## src/rtl/channel_sched_if.sv

```systemverilog
// Symbol, noise and output streams of the channel scheduler.
// The slave modport is the scheduler's view; master is the surrounding datapath.
interface channel_sched_if;
  logic        in_valid;
  logic [15:0] in_data;
  logic        in_ready;
  logic        noise_ce;
  logic        noise_valid;
  logic [15:0] noise_good;
  logic [15:0] noise_bad;
  logic        out_valid;
  logic [15:0] out_data;
  logic        out_ready;

  modport master (
    output in_valid, in_data,
    input  in_ready,
    input  noise_ce,
    output noise_valid, noise_good, noise_bad,
    input  out_valid, out_data,
    output out_ready
  );

  modport slave (
    input  in_valid, in_data,
    output in_ready,
    output noise_ce,
    input  noise_valid, noise_good, noise_bad,
    output out_valid, out_data,
    input  out_ready
  );
endinterface

```

## src/rtl/channel_sched.sv

```systemverilog
// Gilbert-Elliott channel sequencer: one symbol per transfer, LFSR-driven good/bad chain.
// Optional bad-symbol/burst statistics are built when CHANNEL_STATS_EN is defined.
module channel_sched #(
  parameter int                LFSR_W = 7,
  parameter logic [LFSR_W-1:0] P_GB   = 7'd6,
  parameter logic [LFSR_W-1:0] P_BB   = 7'd26,
  parameter int                CNT_W  = 16
) (
  input  logic              CLOCK_50,
  input  logic              reset,
  input  logic [1:0]        mode,
  input  logic              cfg_load,
  input  logic [LFSR_W-1:0] cfg_gb,
  input  logic [LFSR_W-1:0] cfg_bb,
  channel_sched_if.slave    bus,
  output logic              ch_state,
  output logic [CNT_W-1:0]  bad_syms,
  output logic [CNT_W-1:0]  bursts
);

  typedef enum logic [1:0] {IDLE, NOISE, OUT} state_t;

  localparam logic [LFSR_W-1:0] LFSR_INIT = {1'b0, {(LFSR_W-1){1'b1}}};
  localparam logic [LFSR_W-1:0] THR_MAX   = '1;

  state_t            state;
  logic              in_ready_q;
  logic              noise_ce_q;
  logic              out_valid_q;
  logic [15:0]       out_data_q;
  logic [15:0]       sym;
  logic [LFSR_W-1:0] lfsr;
  logic [LFSR_W-1:0] lfsr_next;
  logic [LFSR_W-1:0] gb;
  logic [LFSR_W-1:0] bb;
  logic              accept;
  logic              gb_pass;
  logic              bb_pass;
  logic              next_state;

  assign bus.in_ready  = in_ready_q;
  assign bus.noise_ce  = noise_ce_q;
  assign bus.out_valid = out_valid_q;
  assign bus.out_data  = out_data_q;

  assign accept    = in_ready_q && bus.in_valid;
  assign lfsr_next = {lfsr[LFSR_W-2:0], lfsr[LFSR_W-1] ^ lfsr[LFSR_W-2]};

  // An all-ones threshold must pass even for the all-ones LFSR value.
  always_comb begin
    gb_pass    = (gb == THR_MAX) || (lfsr < gb);
    bb_pass    = (bb == THR_MAX) || (lfsr < bb);
    next_state = ch_state;
    case (mode)
      2'd0:    next_state = ch_state;
      2'd1:    next_state = 1'b0;
      2'd2:    next_state = 1'b1;
      default: next_state = ch_state ? bb_pass : gb_pass;
    endcase
  end

  // in_ready comes up one cycle after reset releases, keeping it a pure register.
  always_ff @(posedge CLOCK_50) begin
    if (reset) begin
      state       <= IDLE;
      in_ready_q  <= 1'b0;
      noise_ce_q  <= 1'b0;
      out_valid_q <= 1'b0;
      out_data_q  <= '0;
      sym         <= '0;
      ch_state    <= 1'b0;
      lfsr        <= LFSR_INIT;
      gb          <= P_GB;
      bb          <= P_BB;
    end else begin
      if (cfg_load) begin
        gb <= cfg_gb;
        bb <= cfg_bb;
      end
      case (state)
        IDLE: begin
          in_ready_q <= 1'b1;
          if (accept) begin
            in_ready_q <= 1'b0;
            sym        <= bus.in_data;
            ch_state   <= next_state;
            lfsr       <= lfsr_next;
            if (mode == 2'd0) begin
              out_data_q  <= bus.in_data;
              out_valid_q <= 1'b1;
              state       <= OUT;
            end else begin
              noise_ce_q <= 1'b1;
              state      <= NOISE;
            end
          end
        end
        NOISE: begin
          if (bus.noise_valid) begin
            out_data_q  <= sym + (ch_state ? bus.noise_bad : bus.noise_good);
            noise_ce_q  <= 1'b0;
            out_valid_q <= 1'b1;
            state       <= OUT;
          end
        end
        OUT: begin
          if (bus.out_ready) begin
            out_valid_q <= 1'b0;
            in_ready_q  <= 1'b1;
            state       <= IDLE;
          end
        end
        default: begin
          in_ready_q  <= 1'b0;
          noise_ce_q  <= 1'b0;
          out_valid_q <= 1'b0;
          state       <= IDLE;
        end
      endcase
    end
  end

`ifdef CHANNEL_STATS_EN
  logic [CNT_W-1:0] bad_cnt;
  logic [CNT_W-1:0] burst_cnt;
  logic             out_fire;

  assign out_fire = out_valid_q && bus.out_ready;

  // Both counters stick at all-ones rather than wrapping.
  always_ff @(posedge CLOCK_50) begin
    if (reset) begin
      bad_cnt   <= '0;
      burst_cnt <= '0;
    end else begin
      if (out_fire && ch_state && (bad_cnt != '1))
        bad_cnt <= bad_cnt + CNT_W'(1);
      if (accept && !ch_state && next_state && (burst_cnt != '1))
        burst_cnt <= burst_cnt + CNT_W'(1);
    end
  end

  assign bad_syms = bad_cnt;
  assign bursts   = burst_cnt;
`else
  assign bad_syms = '0;
  assign bursts   = '0;
`endif

endmodule

```

## src/flat_wrapper.sv

```systemverilog
// flat-port wrapper written by rule: the top's interface ports become plain ports
module channel_sched_flat 
#(
  parameter int                LFSR_W = 7,
  parameter logic [LFSR_W-1:0] P_GB   = 7'd6,
  parameter logic [LFSR_W-1:0] P_BB   = 7'd26,
  parameter int                CNT_W  = 16
)
  (CLOCK_50, reset, mode, cfg_load, cfg_gb, cfg_bb, ch_state, bad_syms, bursts, bus_in_valid, bus_in_data, bus_in_ready, bus_noise_ce, bus_noise_valid, bus_noise_good, bus_noise_bad, bus_out_valid, bus_out_data, bus_out_ready);
  channel_sched_if bus_i ();
  input  logic CLOCK_50;
  input  logic reset;
  input  logic [1:0] mode;
  input  logic cfg_load;
  input  logic [LFSR_W-1:0] cfg_gb;
  input  logic [LFSR_W-1:0] cfg_bb;
  output logic ch_state;
  output logic [CNT_W-1:0] bad_syms;
  output logic [CNT_W-1:0] bursts;
  input wire logic [$bits(bus_i.in_valid)-1:0] bus_in_valid;
  input wire logic [$bits(bus_i.in_data)-1:0] bus_in_data;
  output wire logic [$bits(bus_i.in_ready)-1:0] bus_in_ready;
  output wire logic [$bits(bus_i.noise_ce)-1:0] bus_noise_ce;
  input wire logic [$bits(bus_i.noise_valid)-1:0] bus_noise_valid;
  input wire logic [$bits(bus_i.noise_good)-1:0] bus_noise_good;
  input wire logic [$bits(bus_i.noise_bad)-1:0] bus_noise_bad;
  output wire logic [$bits(bus_i.out_valid)-1:0] bus_out_valid;
  output wire logic [$bits(bus_i.out_data)-1:0] bus_out_data;
  input wire logic [$bits(bus_i.out_ready)-1:0] bus_out_ready;
  assign bus_i.in_valid = bus_in_valid;
  assign bus_i.in_data = bus_in_data;
  assign bus_in_ready = bus_i.in_ready;
  assign bus_noise_ce = bus_i.noise_ce;
  assign bus_i.noise_valid = bus_noise_valid;
  assign bus_i.noise_good = bus_noise_good;
  assign bus_i.noise_bad = bus_noise_bad;
  assign bus_out_valid = bus_i.out_valid;
  assign bus_out_data = bus_i.out_data;
  assign bus_i.out_ready = bus_out_ready;
  channel_sched #(.LFSR_W(LFSR_W), .P_GB(P_GB), .P_BB(P_BB), .CNT_W(CNT_W)) u_core (.CLOCK_50(CLOCK_50), .reset(reset), .mode(mode), .cfg_load(cfg_load), .cfg_gb(cfg_gb), .cfg_bb(cfg_bb), .bus(bus_i), .ch_state(ch_state), .bad_syms(bad_syms), .bursts(bursts));
endmodule
```

## config.mk

```make
export PLATFORM = sky130hd
export DESIGN_NAME = channel_sched_flat
export DESIGN_NICKNAME = d
export VERILOG_FILES = /design/src/rtl/channel_sched_if.sv /design/src/rtl/channel_sched.sv /design/src/flat_wrapper.sv
export SDC_FILE = /design/constraint.sdc
export NUM_CORES = 1
export LEC_CHECK = 0
export ABC_AREA = 1
export CAP_MARGIN = 40
export CORE_ASPECT_RATIO = 1.4
export CORE_MARGIN = 3
export CORE_UTILIZATION = 51
export DETAILED_ROUTE_END_ITERATION = 7
export PLACE_DENSITY = 0.86
export SETUP_SLACK_MARGIN = 0.05
export SLEW_MARGIN = 0
export SYNTH_ARGS = -nofsm -noshare
export SYNTH_HDL_FRONTEND = slang
export SYNTH_SLANG_ARGS = --single-unit
```

## constraint.sdc

```tcl
create_clock -name CLOCK_50 -period 3.4 [get_ports CLOCK_50]
set_input_delay 0.51 -clock CLOCK_50 [delete_from_list [all_inputs] [get_ports CLOCK_50]]
set_output_delay 0.51 -clock CLOCK_50 [all_outputs]
set_load 0.01 [all_outputs]
```

After elaboration in Yosys (flattened, before gate mapping)
Index checks and enable logic that the tools add are counted.
{"block": "word_totals", "elab_cells": 65, "rom_bits": 0, "latchBits": 0, "ram_bits": 0, "regBits": 59, "input_bits": 70, "memories": 0}
{"block": "op_classes", "shifts": 0, "reduce_logical": 13, "add_sub_neg": 1, "n_bitwise": 4, "magnitude_cmp": 2, "muxes": 24, "n_eq_ne": 11, "div_mod_pow": 0, "multipliers": 0}
{"op": "$mux W16", "n": 4}
{"op": "$pmux W16 S2", "n": 1}
{"op": "$add A16 B16 Y16", "n": 1}
{"op": "$eq A7 B7 Y1 const B", "n": 2}
{"op": "$lt A7 B7 Y1", "n": 2}
{"op": "$pmux W1 S3", "n": 4}
{"op": "$reduce_and A4 Y1", "n": 3}
{"op": "$mux W1", "n": 10}
{"op": "$mux W2", "n": 4}
{"op": "$ne A2 B2 Y1 const B", "n": 3}
{"op": "$pmux W2 S3", "n": 1}
{"op": "$reduce_and A3 Y1", "n": 2}
{"op": "$eq A2 B1 Y1 const B", "n": 2}
{"op": "$eq A2 B2 Y1 const B", "n": 2}
{"op": "$logic_not A2 Y1", "n": 2}
{"op": "$ne A2 B1 Y1 const B", "n": 2}
{"op": "$reduce_and A2 Y1", "n": 2}
{"op": "$not A1 Y1", "n": 3}
{"op": "$logic_or A1 B1 Y1", "n": 2}
{"op": "$reduce_bool A2 Y1", "n": 1}
{"op": "$logic_and A1 B1 Y1", "n": 1}
{"op": "$xor A1 B1 Y1", "n": 1}

Depth between registers and ports, before layout
Gate-level depths: netlist (run 1).
{"block": "depth", "ltp_word": 4, "mapped_depth": 16, "mapped_depth_nobuf": 15}

Least setup slack after synthesis (run 1)
No wires, ideal clock.
{"block": "synth_timing", "kind": "reg2reg", "from": "reg u_core.ch_state", "to": "reg u_core.out_data_q[13], in the netlist u_core.bus.out_data[13]", "path_buffers": 1, "period_less_slack_ns": 2.139, "slack_ns": 1.261, "arrival_time_ns": 2.007, "path_stages_with_launch": 17, "cell_sequence": "dfxtp_1 -> buf_2 -> inv_1 -> or2_2 -> o21ai_0 -> inv_1 -> ha_1 -> nand2_1 -> nand2_1 -> nand3b_1 -> nand2_1 -> nand2_1 -> nand2_1 -> nand2_1 -> nand3_1 -> nand2_1 -> a21oi_1"}
{"block": "synth_via", "elab_chain_len": 4}
{"element": "from (decl)", "line": "channel_sched.sv:16", "text": "output logic ch_state,"}
{"element": "from (signal assigned)", "line": "channel_sched.sv:86", "text": "ch_state <= next_state;"}
{"element": "$mux W16", "line": "channel_sched.sv:100", "text": "out_data_q <= sym + (ch_state ? bus.noise_bad : bus.noise_good);"}
{"element": "$add A16 B16 Y16", "line": "channel_sched.sv:100"}
{"element": "$mux W16", "line": "channel_sched.sv:99", "text": "if (bus.noise_valid) begin"}
{"element": "$pmux W16 S2", "line": "channel_sched.sv:80", "text": "case (state)"}
{"element": "to (signal assigned)", "line": "channel_sched.sv:89", "text": "out_data_q <= bus.in_data;"}
{"element": "to (signal assigned)", "line": "channel_sched.sv:100"}
{"element": "to (decl)", "line": "channel_sched.sv:30", "text": "logic [15:0] out_data_q;"}
Every way passes these cells. The select of a mux whose other input is x is not followed.
A chain may end at the register's enable or synchronous reset.

Worst setup path in the final report (run 1)
{"block": "layout_timing", "from": "reg u_core.ch_state", "to": "reg u_core.out_data_q[12], in the netlist u_core.bus.out_data[12]"}
Same word-level chain as after synthesis.

==> results of run 1 <==
[layer usage]
metal,share of wire,GRT usage
met1,0.38,0.2722
met2,0.50,0.4544
met3,0.076,0.05738
met4,0.049,0.1703
met5,0,0
[worst max-delay path by stage]
stage	slack [ns]	to	from
after detailed placement	0.80	u_core.bus.out_data[13]$_SDFFE_PP0P_	bus_noise_bad[1]
after global placement	0.88	u_core.bus.out_data[13]$_SDFFE_PP0P_	bus_noise_bad[1]
final	0.90	u_core.bus.out_data[12]$_SDFFE_PP0P_	u_core.ch_state$_SDFFE_PP0P_
after CTS	0.93	u_core.bus.out_data[12]$_SDFFE_PP0P_	u_core.ch_state$_SDFFE_PP0P_
after floorplan	1.26	u_core.bus.out_data[13]$_SDFFE_PP0P_	u_core.ch_state$_SDFFE_PP0P_
after global routing	0.61	u_core.bus.out_data[12]$_SDFFE_PP0P_	u_core.ch_state$_SDFFE_PP0P_
[per-stage QoR]
stage / util / hold slack, ns / worst slack, ns / power [mW] / instance area, um^2
6_report: 0.6676 / 0.4740 / 0.9028 / 2.090 / 4945
5_1_grt: 0.6676 / 0.5020 / 0.6118 / 2.210 / 4945
4_1_cts: 0.6676 / 0.4724 / 0.9314 / 2.077 / 4945
3_5_place_dp: 0.6414 / 0.4617 / 0.7951 / 1.435 / 4751
3_3_place_gp: 0.6414 / 0.4612 / 0.8762 / 1.409 / 4751
2_1_floorplan: - / 0.4537 / 1.261 / 1.226 / 4034
[cells in the final DEF, fill, tap and decap left out, types with 2 or more instances in the layout]
cell type / instances
nor3_1: 6
clkdlybuf4s50_1: 89
o21ai_0: 49
buf_4: 6
nand4_1: 4
clkinv_2: 3
nor2_1: 43
a21oi_2: 3
a31oi_1: 3
ha_1: 29
dfxtp_1: 59
nand2_1: 167
nand3_1: 30
clkbuf_8: 10
conb_1: 32
inv_2: 2
a21oi_1: 67
nand3b_1: 2
xor2_1: 2
inv_1: 74
xnor2_1: 3
or2_2: 2
[power by group]
part / switching, mW / internal (mW) / leakage, nW
clock network: 0.297 / 0.355 / 0.0991
registers: 0.0398 / 0.752 / 0.485
logic: 0.378 / 0.268 / 1.86
total: 0.715 / 1.38 / 2.44
[state kept, by name (all words and copies together) (netlist names)]
signal,cells
u_core.bus.in_ready,1
u_core.bb,7
u_core.sym,16
u_core.bus.out_valid,1
u_core.state,2
u_core.bus.out_data,16
u_core.lfsr,7
u_core.bus.noise_ce,1
u_core.gb,7
u_core.ch_state,1
[tightest hold or removal path: stages (launching register included)]
cell	delay, ns
dfxtp_1	0.32
nand2_1	0.06
a21oi_1	0.05
[logic make-up (layout without fill, tap and decap cells)]
kind of cell	Yosys count	after routing	share of synthesized area
xor gates and xnor gates	5	5	0.01118
buffers and inverters	129	187	0.1597
other	1	32	0.0009572
adders and majority gates	30	30	0.09773
DFF	59	59	0.3015
and+or+nand+nor	256	256	0.2648
AOI/OAI and AO/OA	124	124	0.1642
[layout make-up]
type / instances / share of cell area
inverter: 76 / 0.05769
sequential: 59 / 0.2389
clock buffer: 11 / 0.02859
tap: 97 / 0.02454
clock inverter: 5 / 0.01063
timing repair buffer: 95 / 0.1893
multi-input combinational: 447 / 0.4504
==> results.md, run 1 <==
* # IOs at 122
* CP Cell Sequence: inv_1 > nand2_1 > nand2_1 > ha_1 > inv_1 > fa_1 > inv_1 > nand3_1 > nand3_1 > nand3_1 > nand3_1 > nand2_1 > nand3_1 > nand2_1 > a21oi_1
* # hold bufs at CTS at 0
* Worst stage delay on the critical path at 0.44 ns
* Mapped cell area at 0.003918 mm^2
* VDD IR max at 0.0003198 V
* CP Capture Type: register
* Vias in the first global route at 3,968
* Drt total wl at 11,070 um
* Outcome: finished clean
* Synth area leader: dfxtp_1
* CTS tree: built
* R2r endpoint: u_core.bus.out_data[12]$_SDFFE_PP0P_
* Largest net degree at the start of global routing at 31
* Post-CTS setup buffers at 0
* Most numerous cell in the Yosys netlist: nand2_1
* Async SR Flop Fraction at 0
* Hold_sp: u_core.bus.out_data[1]$_SDFFE_PP0P_
* Nets@finish at 788
* Ys flop type: dfxtp_1
* Via count at 4,094
* Final hold violation count at 0
* Final clock skew at between 0.009 and 0.01 ns
* CP required at 3.68 ns
* Setup violations, final at 0
* Filler-free cell count of the finished design at a little under 800
* WS Path Type: register to register
* DRT antenna net count at 0
* Critical path's slowest cell: inv_1
* Fmax at 400.4 MHz
* Worst Max-Slew Pin Slew at about 0.8 ns
* Congestion Overflow GR at 0
* CTS Buffer Depth at 2
* Layout Area Growth over Synthesis at 26.22%
* First-pass GRT wire length at 17,560 um
* Root Driver: clkbuf_8
* Drt first-iter violations at 216
* Worst Hold Path EP: u_core.bus.out_data[1]$_SDFFE_PP0P_
* Core footprint at 0.007407 mm^2
* Crit path depth at 15
* Top delay family on crit path: simple AND/OR/NAND/NOR gates
* Share of cells above drive strength 1 at 0.04329
* CP arrival at 2.77 ns
* Minimum clock period at 2.497 ns
* Yosys top cell area share at 0.3015
* Register area at 0.001181 mm^2
* Reg2reg setup slack at 0.90 ns
* Post-placement cell count at 774
* H-tree Lvls at 3
* Worst-Skew Late Latency at 0.35 ns
* Multi-input gate area at 0.002227 mm^2
* Start of the worst register-to-register path: u_core.ch_state$_SDFFE_PP0P_
* Post-synthesis sequential area ratio at 0.3015
* Die width at 80.07 um
* Die area at 0.008784 mm^2
* Largest fanout on the critical path at 17
* R2R depth at 15
* Post_cts resized at 0
* Power Density at 422.6 mW/mm^2
* WL/cell at 14.01 um
* Synth Area per Inst at 6.486 um^2
* Critical Path Source Type: register
* Worst-path clk slew at 0.07 ns
* Static leakage at approximately 2.4 nW
* Gp weighted congestion at 0.9422
* Floorplan row count at 37
* Die height at 109.7 um
* Synth cell count leaders: nand2_1, inv_1, a21oi_1
* Min-Delay Path Depth at 2
* TNS Setup at 0 ns
* DR vias/cell at 5.182
* Port Buffer Count at 89
* Number of synthesized register bits at a little under 60
* Drt first pass iters at 5
* Initial antenna violation count at 0
* Final worst-path cycle share at 0.7345
* Post-synth EDFFs at 0
* Initial Utilization at 0.5289
* Total CTS buffers at 9
* GRT Util Overall at 0.2581
* CP most frequent cell: nand3_1
* RSZ-0062 raised after global routing: no
* Buffers & Inverters on Critical Path at 3
* Synth unique cells at 28
* CTS sink cnt at 59
* Synth area leaders: dfxtp_1, nand2_1, ha_1
* Dpl hpwl at roughly 8000 um
* Fillers at 664
* Max-slew violations at 0
* Antenna cells at 0
* DRC Markers at 0
* Max Cap Violations at 0
* Ys Warns at 0
* Worst min path class: register to register
* Syn Inst Count at about 600
* Max_slew headroom at 0.4652
Power figures use the tool's default switching activity.
==> run 2, diff against run 1 <==
Settings changed: CORE_UTILIZATION 51 to 47, PLACE_DENSITY 0.86 to 0.81.
Clock period 3.4 ns to 2.51 ns, I/O delays scaled along.
==> run 2 against run 1 <==
Against the previous run: worst setup slack worse by 0.53 ns; hold slack worse by 0.00067 ns; core utilization down 4.0 points; largest power group unchanged.
==> results.md, run 2 (synthesized netlist as in run 1, its figures left out) <==
* Port Buffer Count at 89 (unchanged)
* Final worst-path cycle share at 0.8518 (+0.1173)
* DRC Markers at 0 (unchanged)
* WS Path Type: register to register
* Initial Utilization at 0.4934 (-0.03550)
* Worst-Skew Late Latency at 0.35 ns (about the same)
* Top delay family on crit path: simple AND/OR/NAND/NOR gates
* DRT antenna net count at 0 (unchanged)
* RSZ-0062 raised after global routing: no
* VDD IR max at 0.0003211 V (+0.40%)
* Final WS setup at 0.3721 ns (-0.5307 ns)
* CP Cell Sequence: inv_1 > or2_2 > o21ai_0 > buf_4 > fa_1 > inv_1 > nand3_1 > nand3_1 > nand3_1 > nand3_1 > nand2_1 > nand3_1 > nand2_1 > a21oi_1
* Core footprint at 0.007940 mm^2 (+7.2%)
* Layout Area Growth over Synthesis at 27.21%
* Root Driver: clkbuf_8
* CTS Buffer Depth at 2 (unchanged)
* Multi-input gate area at 0.002227 mm^2 (unchanged)
* Fillers at 737 (+11%)
* Via count at 4,020 (-1.8%)
* Hold slack at 0.4733 ns (-0.0006680 ns)
* Drt total wl at 11,010 um (-0.48%)
* Largest fanout on the critical path at 6 (-11)
* DR vias/cell at 5.044 (-2.7%)
* Register area at 0.001181 mm^2 (unchanged)
* Drt first-iter violations at 196 (-9.3%)
* Congestion Overflow GR at 0 (unchanged)
* Most common cell after layout, fill and taps aside: nand2_1
* Static leakage at 2.455 nW (+0.49%)
* Die width at 83.16 um (+3.9%)
* Nets@finish at 792 (+0.51%)
* Die area at 0.009482 mm^2 (+8.0%)
* Final clock skew at 0.008098 ns (-0.001237 ns)
* Gp weighted congestion at 0.8789 (-6.7%)
* Critical path's slowest cell: fa_1
* Buffers & Inverters on Critical Path at 3 (unchanged)
* CP arrival at 2.42 ns (-0.35 ns)
* Share of cells above drive strength 1 at 0.04735 (+0.004056)
* Max-slew violations at 0 (unchanged)
* Max Cap Violations at 0 (unchanged)
* Setup violations, final at 0 (unchanged)
* Max_slew headroom at 0.5588 (+0.09363)
* Power Density at 566.7 mW/mm^2 (+34%)
* # IOs at 122 (unchanged)
* Worst min path class: register to register
* Hold_sp: u_core.bus.out_data[15]$_SDFFE_PP0P_
* Worst-path clk slew at 0.07 ns (about the same)
* Post-CTS setup buffers at 0 (unchanged)
* TNS Setup at 0 ns (unchanged)
* Fmax at 467.7 MHz (+17%)
* First-pass GRT wire length at 18,220 um (+3.8%)
* Floorplan row count at 38 (+2.7%)
* DP Area at 0.004785 mm^2 (+0.71%)
* Crit path from: u_core.ch_state$_SDFFE_PP0P_
* Total CTS buffers at 9 (unchanged)
* CTS sink cnt at 59 (unchanged)
* CP Capture Type: register
* Final hold violation count at 0 (unchanged)
* CP most frequent cell: nand3_1
* Worst slack, placed at 0.06986 ns (-0.7252 ns)
* Outcome: finished clean
* CTS tree: built
* Die height at 114.0 um (+3.9%)
* Worst stage delay on the critical path at 0.37 ns (-0.07 ns)
* Commonest non-fill, non-tap cells in the layout: nand2_1, clkdlybuf4s50_1, inv_1, a21oi_1, dfxtp_1
* Critical Path Source Type: register
* GRT Util Overall at 0.2370 (-0.02106)
* Minimum clock period at 2.138 ns (-0.3593 ns)
* Antenna cells at 0 (unchanged)
* Start of the worst register-to-register path: u_core.ch_state$_SDFFE_PP0P_
* Worst Max-Slew Pin Slew at 0.6611 ns (-0.1403 ns)
* Vias in the first global route at 4,000 (+0.81%)
* Largest net degree at the start of global routing at 42 (+35%)
* Dpl hpwl at 8216 um (+1.5%)
* WL/cell at 13.82 um (-1.4%)
* Drt first pass iters at 4 (-1)
* Post-route cell area at 0.004984 mm^2 (+0.78%)
* CP required at 2.79 ns (-0.89 ns)
* H-tree Lvls at 3 (unchanged)
* Initial antenna violation count at 0 (unchanged)
* Overall power at 2.824 mW (+35%)
==> run 2: cell types whose count changed in the layout (fill, tap and decap cells not counted) <==
| cell | before | now |
|---|---|---|
| clkinvlp_4 | 1 | 2 |
| clkbuf_1 | 1 | 2 |
| buf_4 | 6 | 9 |
| clkinv_2 | 3 | 1 |
| buf_6 | 0 | 1 |
==> run 2: metrics by stage <==
stage | util | std cells
floorplan | - | 635
global route | 0.6276 | 797
CTS | 0.6272 | 797
finish | 0.6276 | 797
global placement | 0.6026 | 781
detailed placement | 0.6026 | 781
==> run 2: worst paths after layout <==
path / slack (ns) / cells after the start / to
max: 0.37 / 14 / u_core.bus.out_data[12]$_SDFFE_PP0P_
min: 0.47 / 2 / u_core.bus.out_data[15]$_SDFFE_PP0P_
max reg2reg: 0.37 / 14 / u_core.bus.out_data[12]$_SDFFE_PP0P_
min reg2reg: 0.47 / 2 / u_core.bus.out_data[15]$_SDFFE_PP0P_
==> run 2: layout make-up <==
cell class / instances / share of cell area
Sequential cell: 59 / 0.2370
Clock inverter: 4 / 0.01004
Clock buffer: 12 / 0.02912
Timing Repair Buffer: 99 / 0.1946
Multi-Input combinational cell: 447 / 0.4469
Tap cell: 100 / 0.02511
Inverter: 76 / 0.05724
==> run 2: power by group <==
| part | switching, mW | internal (mW) |
|---|---|---|
| logic | 0.500 | 0.369 |
| clock network | 0.397 | 0.484 |
| registers | 0.0555 | 1.02 |
| total | 0.952 | 1.87 |
==> run 2: routing by layer <==
layer / routed length [um] / vias up / share of wire / track usage
li1: - / 2053 / - / -
met1: 4258 / 1802 / 0.39 / 0.2589
met2: 5754 / 139 / 0.52 / 0.4379
met3: 634 / 26 / 0.058 / 0.04191
met4: 367 / 0 / 0.033 / 0.1178
met5: 0 / - / 0 / 0
==> run 2: what timing repair did <==
| action | in CTS | in global routing |
|---|---|---|
| endpoints found under the hold margin | 0 | 0 |
| endpoints found under the setup margin | 0 | 1 |
| resized for setup | 0 | 1 |
| hold buffers | 0 | 0 |
==> run 2: worst min-delay path: cells and delay by family, from the launching register on <==
family	cells	cell delay (ns)
compound gates	1	0.05
flops	1	0.31
simple gates	1	0.06
==> variant 1, RTL diff (config.mk and constraints of run 2) <==
Register the inputs `mode`, `cfg_load`, `cfg_gb` and `cfg_bb` before use, without a reset. The logic sees them one clock later. The other inputs are not delayed to match.
--- a/src/rtl/channel_sched.sv
+++ b/src/rtl/channel_sched.sv
@@ -24,2 +24,14 @@
   localparam logic [LFSR_W-1:0] THR_MAX   = '1;
+
+  logic [1:0] mode_q;
+  logic cfg_load_q;
+  logic [LFSR_W-1:0] cfg_gb_q;
+  logic [LFSR_W-1:0] cfg_bb_q;
+
+  always_ff @(posedge CLOCK_50) begin
+    mode_q     <= mode;
+    cfg_load_q <= cfg_load;
+    cfg_gb_q   <= cfg_gb;
+    cfg_bb_q   <= cfg_bb;
+  end
 
@@ -53,3 +65,3 @@
     next_state = ch_state;
-    case (mode)
+    case (mode_q)
       2'd0:    next_state = ch_state;
@@ -75,5 +87,5 @@
     end else begin
-      if (cfg_load) begin
-        gb <= cfg_gb;
-        bb <= cfg_bb;
+      if (cfg_load_q) begin
+        gb <= cfg_gb_q;
+        bb <= cfg_bb_q;
       end
@@ -87,3 +99,3 @@
             lfsr       <= lfsr_next;
-            if (mode == 2'd0) begin
+            if (mode_q == 2'd0) begin
               out_data_q  <= bus.in_data;
Function: changed (a bounded check fails within 4 cycles, from zero or initial values and one cycle with reset high).
==> variant 1 against run 2 <==
- largest cell class unchanged
- design area rose by 11%
- largest power group is now clock
- worst setup slack got worse by 71 ps
- area after synthesis is 8.8% higher
- critical path depth fell by 1
- routed wire length up 6.6%
- count of clock-buffer cells in the layout is the same
- power is 34% higher
- sequential cell count grew 17
==> variant 1: results (changes against run 2) <==
Syn Inst Count = 619 (was 604)
Fillers = 755 (was 737)
post-synthesis xor/xnor area fraction = 1.439% (was 1.118%)
largest net degree at the start of global routing = 31 (was 42)
Root Buffer = clkbuf_16 (was clkbuf_8)
Compound-Gate Fraction of Synth Area = 14.71% (was 16.42%)
worst slack at placement = 17.35 ps (was 69.86 ps)
global-route wire length before repair = 18.23 mm (was 18.22 mm)
register area share after synthesis = 35.71% (was 30.15%)
cell count after placement = 804 (was 781)
Via density = 5.152 (was 5.044)
dpl hpwl = 8.841 mm (was 8.216 mm)
Worst-Skew Late Latency = 340 ps
worst r2r path cells = 13 (was 14)
Int Pwr = 2.716 mW (was 1.872 mW)
P_leak = 2.717 nW (was 2.455 nW)
worst clock skew = 5.597 ps (was 8.098 ps)
maximum vdd drop = 438.4 uV (was 321.1 uV)
Hold Startpoint = u_core.cfg_bb_q[1] (was u_core.bus.out_data[15])
reg2reg end = u_core.bus.out_data[8] (was u_core.bus.out_data[12])
Total Nets Final = 810 (was 792)
fin util = 63.46% (was 62.76%)
post-synthesis adder-cell area fraction = 8.987% (was 9.773%)
fraction of final layout cells sized beyond drive strength 1 = 5.315% (was 4.735%)
status = finished clean (unchanged)
post-route insts no fill = 820 (was 797)
gr usage total = 22.67% (was 23.70%)
WHS Endpoint = u_core.bb[1] (was u_core.bus.out_data[15])
Synth cell types = 34 (was 28)
final setup margin = 301.3 ps (was 372.1 ps)
CP peak stage delay = 400 ps (was 370 ps)
gp weighted congestion = 0.8975 (was 0.8789)
Post-Place Cell Area = 5167 um^2 (was 4785 um^2)
top cells by area, synth = dfxtp_1 (36%), nand2_1 (15%), ha_1 (8.5%), a21oi_1 (7.4%), inv_1 (6.4%) (was dfxtp_1 (30%), nand2_1 (16%), ha_1 (9.3%), a21oi_1 (8.6%), inv_1 (7.1%))
Fin Hold WS = 452.6 ps (was 473.3 ps)
CP top delay family = adder cells (was simple AND/OR/NAND/NOR gates)
[variant 1: power groups by stage]
stage               Combinational (mW)  Sequential, mW  Clock (mW)
finish                           0.905            1.37        1.50
CTS                              0.897            1.37        1.53
global route                      1.01            1.38        1.60
global placement                 0.859            1.39           0
detailed placement               0.887            1.39           0
floorplan                        0.586            1.39           0
[variant 1: worst reg2reg max path, cell delays in order, from the launching register on]
cell and delay, ps:
dfxtp_1 320, inv_1 200, nand2_1 90, nand2_1 70
ha_1 160, inv_1 50, fa_1 400, inv_1 90
nand3_1 80, nand3_1 140, a21oi_1 100, and2_1 140
o21ai_0 200, a21oi_2 70
[variant 1: final cells by class]
| type | instances | share of cell area [%] |
|---|---|---|
| Sequential cell | 76 | 27.53 |
| Tap cell | 105 | 2.377 |
| Clock buffer | 12 | 4.641 |
| Inverter | 78 | 5.298 |
| Timing Repair Buffer | 100 | 17.91 |
| Multi-Input combinational cell | 445 | 40.53 |
| Clock inverter | 4 | 1.721 |
[variant 1: per-layer routing]
layer / GRT usage (%) / part of all wire, % / vias to the layer above
li1: - / - / 2099
met1: 23.34 / 37 / 1925
met2: 41.81 / 53 / 172
met3: 4.951 / 6.7 / 29
met4: 11.11 / 3.5 / 0
met5: 0 / 0 / -
[variant 1: worst max path at each step]
stage | end
floorplan | u_core.bus.out_data[15]
global placement | u_core.bus.out_data[8]
detailed placement | u_core.bus.out_data[8]
CTS | u_core.bus.out_data[15]
global route | u_core.bus.out_data[15]
finish | u_core.bus.out_data[8]
[variant 1: logic make-up (layout without fill, tap and decap cells)]
kind of cell,after synthesis,in the layout
AND/OR/NAND/NOR,255,255
buffers and inverters,129,194
AO/OA/AOI/OAI,121,121
flip-flops,76,76
adder cells (fa/ha/maj),30,30
XOR/XNOR,7,7
other,1,32
==> variant 2, RTL diff (settings of run 2) <==
Without the edit above. `LFSR_W` is set to 7 in 2 places; all go to 9.
--- a/src/rtl/channel_sched.sv
+++ b/src/rtl/channel_sched.sv
@@ -3,3 +3,3 @@
 module channel_sched #(
-  parameter int                LFSR_W = 7,
+  parameter int                LFSR_W = 9,
   parameter logic [LFSR_W-1:0] P_GB   = 7'd6,
--- a/src/flat_wrapper.sv
+++ b/src/flat_wrapper.sv
@@ -3,3 +3,3 @@
 #(
-  parameter int                LFSR_W = 7,
+  parameter int                LFSR_W = 9,
   parameter logic [LFSR_W-1:0] P_GB   = 7'd6,
Ports: changed (resized cfg_bb and cfg_gb); port bits go from 122 to 126. The function was not compared with the original's and may differ.
==> variant 2 against run 2 <==
- design area up 12%
- count of clock-buffer cells in the layout down 1
- routed wire length up 11%
- clock skew up 1.1 ps
- power up 48%
- synthesized cell count up 11%
- worst setup slack worse by 140 ps
- sequential cell count up 6
- non-clock buffer count up 10
- area after synthesis up 9.9%
- critical path type is now input pin to flip-flop
- largest cell class unchanged
- highest routed layer unchanged
==> variant 2: results (changes against run 2) <==
Root Buffer = clkbuf_16 (was clkbuf_8)
Clock buf/inv share = 6.018% (was 3.917%)
P_leak = 2.800 nW (was 2.455 nW)
Plain + repair buffers = 109 (was 99)
Fin Hold WS = 467.3 ps (was 473.3 ps)
Psw = 1.437 mW (was 0.9517 mW)
GR Util met2 = 45.53% (was 43.79%)
reg2reg end = u_core.bus.out_data[15] (was u_core.bus.out_data[12])
Non-clock inverters = 87 (was 76)
sequential cell area = 1301 um^2 (was 1181 um^2)
maximum vdd drop = 443.7 uV (was 321.1 uV)
Buffers on Ports = 93 (was 89)
Sw Share = 34.36% (was 33.70%)
met1 usage = 25.19% (was 25.89%)
clock buffer count = 11 (was 12)
global-route wire length before repair = 20.43 mm (was 18.22 mm)
Signal buf overhead = 18.79% (was 19.46%)
met1 WL = 4.447 mm (was 4.258 mm)
Fillers = 808 (was 737)
largest net degree at the start of global routing = 46 (was 42)
fraction of final layout cells sized beyond drive strength 1 = 5.433% (was 4.735%)
P_seq = 1.28 mW (was 1.07 mW)
vias in the first global route = 4,532 (was 4,000)
worst clock skew = 9.157 ps (was 8.098 ps)
worst slack at placement = -46.44 ps (was 69.86 ps)
CP max FO = 4 (was 6)
CP peak stage delay = 400 ps (was 370 ps)
register area share after synthesis = 30.22% (was 30.15%)
Multi-In Gates = 496 (was 447)
Via density = 5.138 (was 5.044)
Synth cell types = 31 (was 28)
Required @ worst endpoint = 2720 ps (was 2790 ps)
met2 wire len = 6.368 mm (was 5.754 mm)
Syn Inst Count = 671 (was 604)
drt total wl = 12.20 mm (was 11.01 mm)
gp weighted congestion = 0.9916 (was 0.8789)
DR WL met3 = 751 um (was 634 um)
cell count after placement = 862 (was 781)
Post-Place Cell Area = 5253 um^2 (was 4785 um^2)
worst r2r path cells = 15 (was 14)
Iteration-0 DRC Markers = 194 (was 196)
top cells by area, synth = dfxtp_1 (30%), nand2_1 (18%), ha_1 (9.6%), a21oi_1 (8.7%), inv_1 (7.1%) (was dfxtp_1 (30%), nand2_1 (16%), ha_1 (9.3%), a21oi_1 (8.6%), inv_1 (7.1%))
area grow syn2layout = 29.90% (was 27.21%)
CP max-delay cell = clkdlybuf4s50_1 (was fa_1)
Multi-input gate area = 2446 um^2 (was 2227 um^2)
Synthesis Warnings = 0 (unchanged)
Seq/total area = 23.27% (was 23.70%)
clock sinks = 65 (was 59)
gr usage total = 24.56% (was 23.70%)
slew margin rel. = 58.44% (was 55.88%)
commonest cells in the netlist = nand2_1 (201), inv_1 (82), a21oi_1 (75), dfxtp_1 (65), o21ai_0 (47) (was nand2_1 (167), inv_1 (74), a21oi_1 (67), dfxtp_1 (59), o21ai_0 (49))
H-tree depth = 3 (unchanged)
dpl hpwl = 9.257 mm (was 8.216 mm)
post-route insts no fill = 878 (was 797)
R2R setup slack = 240 ps (was 370 ps)
status = finished clean (unchanged)
met3 usage = 4.567% (was 4.191%)
Worst-Skew Late Latency = 330 ps (was 350 ps)
Logic pwr share = 35.2% (was 30.8%)
-- variant 2: cell types whose count changed after synthesis, sizes merged, moves of 2 or more --
cell and change:
nand3b -2, clkbuf +2, nor2 +4, ha +4, nand4 -3, o21ai +5
a21oi +5, inv +11, nand2 +36, dfxtp +6
-- variant 2: worst max path at each step --
stage,to,slack [ps],cells after the start,start
finish,u_core.bus.out_data[15],230,15,bus_noise_bad[1]
global route,u_core.bus.out_data[15],90,15,u_core.ch_state
CTS,u_core.bus.out_data[15],230,15,u_core.ch_state
detailed placement,u_core.bus.out_data[15],-50,15,bus_noise_bad[1]
global placement,u_core.bus.out_data[11],9,15,bus_noise_bad[1]
floorplan,u_core.bus.out_data[15],340,16,u_core.ch_state
-- variant 2: cells by family (layout without fill, tap and decap cells) --
group,after synthesis,after routing,share of synthesized area [%]
compound gates,134,134,15.81
xor+xnor,4,4,0.8139
fa+ha+maj,34,34,10.06
buf+inv,141,212,15.75
flops,65,65,30.22
other cells,1,32,0.08710
simple gates,292,292,27.26
